## config.mk

```make
export PLATFORM = sky130hd
export DESIGN_NAME = md_sched
export DESIGN_NICKNAME = d
export VERILOG_FILES = /design/src/rtl/md_sched.sv
export SDC_FILE = /design/constraint.sdc
export NUM_CORES = 2
export LEC_CHECK = 0
export BUFFER_PORTS_ARGS = -buffer_cell sky130_fd_sc_hd__buf_2
export CORE_ASPECT_RATIO = 1.2
export CORE_MARGIN = 5
export CORE_UTILIZATION = 35
export CTS_CLUSTER_SIZE = 20
export DETAILED_ROUTE_END_ITERATION = 7
export MAX_ROUTING_LAYER = met4
export PLACE_DENSITY_LB_ADDON = 0.08
export REMOVE_ABC_BUFFERS = 1
export SYNTH_ARGS = -nofsm -noshare
export SYNTH_HDL_FRONTEND = slang
export SYNTH_SLANG_ARGS = --single-unit
```

## constraint.sdc

```tcl
create_clock -name clk -period 13.5 [get_ports clk]
set_input_delay 0 -clock clk [delete_from_list [all_inputs] [get_ports clk]]
set_output_delay 0 -clock clk [all_outputs]
set_load 0.02 [all_outputs]
```

## src/rtl/md_sched.sv

```systemverilog
// Multiply/divide scheduler: serialises slot 0 then slot 1 mul/div ops onto one
// multiplier and one 32-step radix-2 restoring divider. Optional: MD_MUL_PIPE_EN (2-cycle multiply).
module md_sched (
  input  logic        clk,
  input  logic        rst,
  input  logic        req0_i,
  input  logic        req1_i,
  input  logic [1:0]  op0_i,
  input  logic [1:0]  op1_i,
  input  logic [31:0] a0_i,
  input  logic [31:0] b0_i,
  input  logic [31:0] a1_i,
  input  logic [31:0] b1_i,
  input  logic        flush_i,
  output logic        stall_o,
  output logic        busy_o,
  output logic        hilo_we_o,
  output logic [31:0] hi_o,
  output logic [31:0] lo_o
);

  localparam int unsigned W     = 32;
  localparam int unsigned CNT_W = 5;

  typedef enum logic [1:0] {S_IDLE, S_EXE, S_WB} state_e;

  state_e             state_q, state_d;
  logic               pend0_q, pend0_d, pend1_q, pend1_d;
  logic               sel_q, sel_d;
  logic [1:0]         op0_q, op0_d, op1_q, op1_d;
  logic [W-1:0]       a0_q, a0_d, b0_q, b0_d, a1_q, a1_d, b1_q, b1_d;
  logic [CNT_W-1:0]   cnt_q, cnt_d;
  logic [W-1:0]       rem_q, rem_d, quo_q, quo_d;
  logic [W-1:0]       hi_q, hi_d, lo_q, lo_d;
  logic               we_q, we_d;
`ifdef MD_MUL_PIPE_EN
  logic [2*W-1:0]     ma_q, ma_d, mb_q, mb_d;
`endif

  // Current-slot operand selection and sign/magnitude preparation
  logic [1:0]   cur_op;
  logic [W-1:0] cur_a, cur_b, a_mag, b_mag;
  logic         a_neg, b_neg, is_div;
  logic [2*W-1:0] mul_a, mul_b, prod;

  assign cur_op = sel_q ? op1_q : op0_q;
  assign cur_a  = sel_q ? a1_q  : a0_q;
  assign cur_b  = sel_q ? b1_q  : b0_q;
  assign is_div = cur_op[1];
  assign a_neg  = ~cur_op[0] & cur_a[W-1];
  assign b_neg  = ~cur_op[0] & cur_b[W-1];
  assign a_mag  = a_neg ? (~cur_a + W'(1)) : cur_a;
  assign b_mag  = b_neg ? (~cur_b + W'(1)) : cur_b;
  assign mul_a  = {{W{a_neg}}, cur_a};
  assign mul_b  = {{W{b_neg}}, cur_b};
`ifdef MD_MUL_PIPE_EN
  assign prod   = ma_q * mb_q;
`else
  assign prod   = mul_a * mul_b;
`endif

  // One restoring divide step; step 0 seeds from the operand magnitudes
  logic [W-1:0] rem_in, quo_in, rem_nx, quo_nx, q_fix, r_fix;
  logic [W:0]   shifted;
  logic         ge;

  assign rem_in  = (cnt_q == '0) ? '0    : rem_q;
  assign quo_in  = (cnt_q == '0) ? a_mag : quo_q;
  assign shifted = {rem_in, quo_in[W-1]};
  assign ge      = shifted >= {1'b0, b_mag};
  assign rem_nx  = ge ? W'(shifted - {1'b0, b_mag}) : shifted[W-1:0];
  assign quo_nx  = {quo_in[W-2:0], ge};
  assign q_fix   = (a_neg ^ b_neg) ? (~quo_nx + W'(1)) : quo_nx;
  assign r_fix   = a_neg ? (~rem_nx + W'(1)) : rem_nx;

  logic other_pend;
  assign other_pend = ~sel_q & pend1_q;

  always_ff @(posedge clk) begin
    if (rst) begin
      state_q <= S_IDLE;
      pend0_q <= 1'b0;
      pend1_q <= 1'b0;
      sel_q   <= 1'b0;
      op0_q   <= '0;
      op1_q   <= '0;
      a0_q    <= '0;
      b0_q    <= '0;
      a1_q    <= '0;
      b1_q    <= '0;
      cnt_q   <= '0;
      rem_q   <= '0;
      quo_q   <= '0;
      hi_q    <= '0;
      lo_q    <= '0;
      we_q    <= 1'b0;
`ifdef MD_MUL_PIPE_EN
      ma_q    <= '0;
      mb_q    <= '0;
`endif
    end else begin
      state_q <= state_d;
      pend0_q <= pend0_d;
      pend1_q <= pend1_d;
      sel_q   <= sel_d;
      op0_q   <= op0_d;
      op1_q   <= op1_d;
      a0_q    <= a0_d;
      b0_q    <= b0_d;
      a1_q    <= a1_d;
      b1_q    <= b1_d;
      cnt_q   <= cnt_d;
      rem_q   <= rem_d;
      quo_q   <= quo_d;
      hi_q    <= hi_d;
      lo_q    <= lo_d;
      we_q    <= we_d;
`ifdef MD_MUL_PIPE_EN
      ma_q    <= ma_d;
      mb_q    <= mb_d;
`endif
    end
  end

  always_comb begin
    state_d = state_q;
    pend0_d = pend0_q;
    pend1_d = pend1_q;
    sel_d   = sel_q;
    op0_d   = op0_q;
    op1_d   = op1_q;
    a0_d    = a0_q;
    b0_d    = b0_q;
    a1_d    = a1_q;
    b1_d    = b1_q;
    cnt_d   = cnt_q;
    rem_d   = rem_q;
    quo_d   = quo_q;
    hi_d    = '0;
    lo_d    = '0;
    we_d    = 1'b0;
`ifdef MD_MUL_PIPE_EN
    ma_d    = ma_q;
    mb_d    = mb_q;
`endif
    if (flush_i) begin
      state_d = S_IDLE;
      pend0_d = 1'b0;
      pend1_d = 1'b0;
    end else begin
      unique case (state_q)
        S_IDLE: begin
          if (req0_i | req1_i) begin
            op0_d   = op0_i;
            op1_d   = op1_i;
            a0_d    = a0_i;
            b0_d    = b0_i;
            a1_d    = a1_i;
            b1_d    = b1_i;
            pend0_d = req0_i;
            pend1_d = req1_i;
            sel_d   = ~req0_i;
            cnt_d   = '0;
            state_d = S_EXE;
          end
        end
        S_EXE: begin
          if (is_div) begin
            if (cur_b == '0) begin
              hi_d    = cur_a;
              lo_d    = '1;
              we_d    = 1'b1;
              state_d = S_WB;
            end else begin
              rem_d = rem_nx;
              quo_d = quo_nx;
              cnt_d = cnt_q + CNT_W'(1);
              if (cnt_q == '1) begin
                hi_d    = r_fix;
                lo_d    = q_fix;
                we_d    = 1'b1;
                state_d = S_WB;
              end
            end
          end else begin
`ifdef MD_MUL_PIPE_EN
            if (cnt_q == '0) begin
              ma_d  = mul_a;
              mb_d  = mul_b;
              cnt_d = CNT_W'(1);
            end else begin
              hi_d    = prod[2*W-1:W];
              lo_d    = prod[W-1:0];
              we_d    = 1'b1;
              state_d = S_WB;
            end
`else
            hi_d    = prod[2*W-1:W];
            lo_d    = prod[W-1:0];
            we_d    = 1'b1;
            state_d = S_WB;
`endif
          end
        end
        S_WB: begin
          if (sel_q) pend1_d = 1'b0;
          else       pend0_d = 1'b0;
          if (other_pend) begin
            sel_d   = 1'b1;
            cnt_d   = '0;
            state_d = S_EXE;
          end else begin
            state_d = S_IDLE;
          end
        end
        default: state_d = S_IDLE;
      endcase
    end
  end

  // Final WB releases the pipeline so the held request is not taken twice
  logic final_wb;
  assign final_wb  = (state_q == S_WB) & ~other_pend;
  assign busy_o    = (state_q != S_IDLE);
  assign stall_o   = (req0_i | req1_i | busy_o) & ~final_wb & ~flush_i;
  assign hilo_we_o = we_q & ~flush_i;
  assign hi_o      = hi_q & {W{~flush_i}};
  assign lo_o      = lo_q & {W{~flush_i}};

endmodule

```

# Yosys cells after proc, flatten, opt, wreduce, memory -nomap -nowiden
# Index checks and enable logic that the tools add are counted.
[totals]
ff_bits = 270
wordCells = 106
[classes]
add_sub_neg = 6
n_mul = 1
order_cmp = 1
n_eq_ne = 9
mux = 36
n_bitwise = 24
n_reduce_logical = 14
[ops]
columns = ["operator", "n"]
rows = [
  ["$mux W32", 15],
  ["$add A32 B1 Y32 const B", 4],
  ["$not A32 Y32", 4],
  ["$and A32 B32 Y32", 2],
  ["$mul A33 B33 Y64", 1],
  ["$ge A33 B32 Y1", 1],
  ["$logic_not A32 Y1", 1],
  ["$sub A32 B32 Y32", 1],
  ["$mux W5", 4],
  ["$pmux W5 S3", 1],
  ["$mux W2", 5],
  ["$ne A2 B2 Y1 const B", 5],
  ["$mux W1", 8],
  ["$not A1 Y1", 8],
  ["$reduce_and A4 Y1", 2],
  ["$and A1 B1 Y1", 7],
  ["$pmux W2 S3", 1],
  ["$reduce_and A3 Y1", 2],
  ["$reduce_and A6 Y1", 1],
  ["$add A5 B1 Y5 const B", 1],
  ["$eq A5 B5 Y1 const B", 1],
  ["$logic_not A5 Y1", 1],
  ["$ne A4 B4 Y1 const B", 1],
  ["$pmux W1 S2", 2],
  ["10 further kinds", 12],
]

# Longest topological paths before layout
[logic_depth]
ltp_word = 13
ltp_mapped = 42
ltp_nobuf = 33

# Worst setup path before layout
# No wires, ideal clock.
[synth_timing]
path_type = "register to register"
start = "register sel_q"
end = "register hi_q[31]"
setup_time_ns = 0.091
arrival_time_ns = 10.219
t_required_ns = 13.409
setup_slack_ns = 3.189
stages_incl_launch_ff = 40
path_buffers = 11
period_less_slack_ns = 10.311
cell_sequence = "dfxtp_1 -> buf_6 -> buf_6 -> buf_6 -> buf_8 -> buf_6 -> buf_6 -> buf_2 -> buf_1 -> buf_1 -> mux2i_1 -> clkbuf_1 -> nor2_1 -> fa_1 -> inv_1 -> fa_1 -> inv_1 -> fa_1 -> (+4 left out) -> fa_1 -> inv_1 -> fa_1 -> fa_1 -> inv_1 -> ha_1 -> clkbuf_1 -> a21o_1 -> a21o_1 -> a21oi_1 -> inv_1 -> o41ai_1 -> a221oi_1 -> o21ai_0 -> nand2b_1 -> nand2_1 -> nor3_1 -> nor4bb_1"
[synth_between]
elab_chain_len = 13
elab_cells_between_ends = 24
classes_between = "4 x add/sub; 1 x mul; 1 x order compare; 11 x mux; 6 x bitwise; 1 x reduce/logical"
[synth_rtl]
columns = ["element", "line_no", "rtl"]
rows = [
  ["from (decl)", "29", "logic sel_q, sel_d;"],
  ["from (signal assigned)", "105", "sel_q <= sel_d;"],
  ["$mux W32 / $mux W2 (equally long branches)", "47, 46", ""],
  ["$not A32 Y32 / $not A1 Y1 (equally long branches)", "52, 50, 51", ""],
  ["$add A32 B1 Y32 / $and A1 B1 Y1 (equally long branches)", "52, 50", ""],
  ["$mux W32", "52", "assign a_mag = a_neg ? (~cur_a + W'(1)) : cur_a;"],
  ["$mux W32", "68", "assign quo_in = (cnt_q == '0) ? a_mag : quo_q;"],
  ["$sub A32 B32 Y32 / $ge A33 B32 Y1 (equally long branches)", "71, 70", ""],
  ["$mux W32", "71", "assign rem_nx = ge ? W'(shifted - {1'b0, b_mag}) : shifted[W-1:0];"],
  ["$not A32 Y32", "74", "assign r_fix = a_neg ? (~rem_nx + W'(1)) : rem_nx;"],
  ["$add A32 B1 Y32", "74", ""],
  ["$mux W32", "74", ""],
  ["$mux W32", "178", "if (cnt_q == '1) begin"],
  ["$mux W32", "169", "if (cur_b == '0) begin"],
  ["$mux W32 *", "168", "if (is_div) begin"],
  ["to (signal assigned)", "115", "hi_q <= hi_d;"],
  ["to (decl)", "34", "logic [W-1:0] hi_q, hi_d, lo_q, lo_d;"],
]
# Mark *: on every way between the ends. The rest lies on a longest branch, timed or not.
# A chain may end at the register's enable or synchronous reset.

# Final worst setup path
[layout_timing]
start = "register sel_q"
end = "register hi_q[30]"
# The elaborated chain is that of the path after synthesis.

==> impl_metrics.py <==
metrics = {
    "die": {
        "die_h_um": 442,
        "core_area_sq_um": 155000,
        "rows": 158,
        "ios": 204,
        "die_x_um": 370,
        "dieArea_sq_um": 164000,
        "start_util_pct": 35.2,
    },
    "synthesis": {
        "synthArstFlopShare_pct": 0,
        "ys.flop_type": "dfxtp_1",
        "synthCells": 6392,
        "synth_edf_count": 0,
        "yosysSeqAreaShare_pct": 9.92,
        "ys_warn_count": 0,
        "synthesis.area_sq_um": 54500,
        "ys_ff_latch": 270,
        "ys_types": 111,
        "synthTopCellsByArea": "fa_1 41%, dfxtp_1 9.9%, inv_1 8.0%",
        "synth_top_cell_by_area": "fa_1",
        "post-synth-top-area-fraction_pct": 41.4,
        "avgSynthCellArea_sq_um": 8.53,
    },
    "power_and_ir_drop": {
        "switchingPower_uw": 2180,
        "power_density_nw_per_um2": 74.4,
        "power_frac_seq_pct": 19.1,
        "p_int_uw": 2330,
        "combPwrFrac_pct": 57.0,
        "p_leak_uw": 0.0277,
        "pwr-share-clk_pct": 23.8,
        "netSwitchingFraction_pct": 48.4,
        "power_uw": 4510,
        "irDropWorstVdd_mv": 0.0817,
    },
    "placed_design": {
        "portBuffers": 203,
        "dp_hpwl_um": 175000,
        "placed_cell_area_sq_um": 57700,
        "place_ws_ps": 2350,
        "globalplace.congestion": 0.941,
    },
    "timing": {
        "min_period_ps": 11250,
        "finalSetupViolCount": 0,
        "finalMaxSlewViolations": 0,
        "max_slew_margin_pct": 17.6,
        "final-hold-violation-count": 0,
        "timing.final.crit_share_pct": 83.4,
        "worst_slew_pin_slew_ps": 1230,
        "clock_skew_ps": 21.6,
        "whs_ps": 146,
        "fin_ws_ps": 2250,
        "max_freq_mhz": 88.9,
        "rsz0062_at_grt": "false",
    },
    "detailed_routing": {
        "vias": 45300,
        "drc": 0,
        "drt_wl_total_um": 225000,
        "final_antenna_net_count": 0,
        "drtIter0Drc": 2780,
        "viasPerCell": 5.22,
        "firstDrtPassIters": 5,
        "wl_per_cell_um": 26.0,
    },
    "cells_and_area": {
        "fin_area_sq_um": 60700,
        "final_util_pct": 39.2,
        "fillers": 16100,
        "drive_gt1_share_pct": 8.90,
        "syn_to_final_growth_pct": 11.4,
        "final_nets": 8068,
    },
    "worst_setup_path": {
        "crit_path_top_delay_cell": "mux2_2",
        "path_common_cell": "fa_1",
        "critPathCaptureType": "register",
        "critPathArrivalTime_ps": 11780,
        "crit_fanout": 43,
        "critPathBufInv": 7,
        "criticalPathCategory": "reg -> reg",
        "required_ps": 14020,
        "worstSetupStartpointType": "register",
        "cp_slowest_stage_delay_ps": 970,
        "critPathTopFamily": "adder cells",
    },
    "grt": {
        "grt_usage_pct": 28.4,
        "grt_pass1_vias": 48800,
        "grt_max_degree": 79,
        "antenna_found_initial": 8,
        "grt_remaining_overflow": 0,
        "grt_first_pass_wirelength_um": 331000,
    },
    "run_status": {
        "status": "complete, no violations",
    },
    "clocking": {
        "cts_max_path_buffers": 3,
        "cts_buffers": 38,
        "cts.repair.resized": 0,
        "h-tree-depth": 2,
        "clock_sinks": 270,
        "clock_latency_ps": 640,
        "cts_tree": "yes",
        "root_buffer": "clkbuf_16",
        "clkTransAtPathRegs_ps": 60,
    },
    "run": {
        "max_cap_violations": 0,
    },
    "hold_path": {
        "hp-class": "in -> reg",
    },
}
==> sequential cells by signal (all words and copies together), names as in the netlist, 5 cells and up <==
signal and count:
a0_q 32, a1_q 32, b0_q 32, b1_q 32, hi_q 32, lo_q 32, quo_q 32, rem_q 32
cnt_q 5
==> cell type report <==
| cell class | instances | area (sq um) | area share, % |
|---|---|---|---|
| clock inverter | 16 | 200 | 0.330 |
| clock buffer | 52 | 1080 | 1.79 |
| tap | 2080 | 2600 | 4.29 |
| multi-input combinational | 4591 | 43400 | 71.5 |
| sequential | 270 | 5410 | 8.91 |
| inverter | 1164 | 4370 | 7.20 |
| timing repair buffer | 489 | 3590 | 5.92 |
| antenna | 10 | 25.0 | 0.0412 |
==> worst paths after layout <==
path                            startpoint        to  slack, ps  cells after the start
worst max register to register       sel_q  hi_q[30]       2250                     31
worst min-delay path              b0_i[25]  b0_q[25]        150                      4
worst min register to register    b1_q[25]  b1_q[25]        450                      2
worst max-delay path                 sel_q  hi_q[30]       2250                     31
==> worst register-to-register path, delay by kind of cell (launching register included) <==
| kind | cells | cell delay (ps) |
|---|---|---|
| DFF | 1 | 570 |
| muxes | 2 | 1230 |
| AOI/OAI and AO/OA | 11 | 3130 |
| buffers and inverters | 7 | 1430 |
| adders and majority gates | 9 | 4420 |
| and+or+nand+nor | 2 | 370 |
==> metrics by stage <==
| step | setup TNS, ps | std cells |
|---|---|---|
| final | 0 | 8672 |
| after floorplan | -175 | 6025 |
| after CTS | 0 | 8662 |
| after global routing | 0 | 8666 |
| after detailed placement | 0 | 8429 |
| after global placement | 0 | 8428 |
==> cell usage after synthesis, drive strengths merged, types with 64 or more instances <==
cell	n
a211oi	101
a21oi	320
buf	94
clkbuf	273
dfxtp	270
fa	1126
ha	251
inv	1164
mux2i	71
nand2	1123
nor2	572
nor2b	79
o21ai	122
xnor2	132
xor2	64
==> power by group through the flow <==
| stage | sequential, uW | clock, uW | combinational, uW |
|---|---|---|---|
| 6_report | 863 | 1080 | 2570 |
| 5_1_grt | 867 | 1140 | 2810 |
| 4_1_cts | 864 | 1110 | 2580 |
| 3_5_place_dp | 882 | 0 | 2530 |
| 3_3_place_gp | 881 | 0 | 2530 |
| 2_1_floorplan | 873 | 0 | 1580 |
==> cells by family after synthesis <==
group / Yosys count / synth area share [%]
AND/OR/NAND/NOR: 2065 / 16.2
buffers and inverters: 1531 / 10.9
adder cells (fa/ha/maj): 1377 / 47.1
AO/OA/AOI/OAI: 819 / 9.94
flip-flops: 270 / 9.92
XOR/XNOR: 196 / 3.15
multiplexers: 134 / 2.77
==> routing by layer <==
layer / GRT usage, % / vias up / wire (um)
met5: - / - / 0
met3: 3.22 / 416 / 10600
met1: 32.5 / 23600 / 86800
met2: 50.5 / 1323 / 116000
met4: 11.5 / 0 / 11600
li1: - / 20000 / -
==> timing repair <==
item	4_1_cts	5_1_grt
setup buffers	0	0
endpoints found under the hold margin	140	0
hold buffers	165	0
endpoints found under the setup margin	0	0
==> placed cells by master (no fill, tap or decap), types with 12 or more instances in the layout <==
cell type      count
inv_1           1162
a31oi_1           24
nand2b_1          18
mux2i_1           26
o21ai_1           13
a21oi_1          319
nand3_1           37
or3_1             12
buf_4            121
ha_1             251
a21o_1            46
a221oi_2          14
and3_1            19
mux2_2            58
nor4_1            14
xnor2_1          132
nand2_1         1121
o31ai_1           17
a221oi_1          22
clkbuf_16         39
buf_2            201
nor2_1           568
nor3_1            45
o21a_1            27
nor3b_1           14
a211oi_1         101
nand4_1           23
dlygate4sd3_1    165
o21ai_0          103
nor2b_1           79
and2_1            52
dfxtp_1          269
xor2_1            64
fa_1            1125
mux2i_2           30
mux2i_4           15
Power figures use the tool's default switching activity.
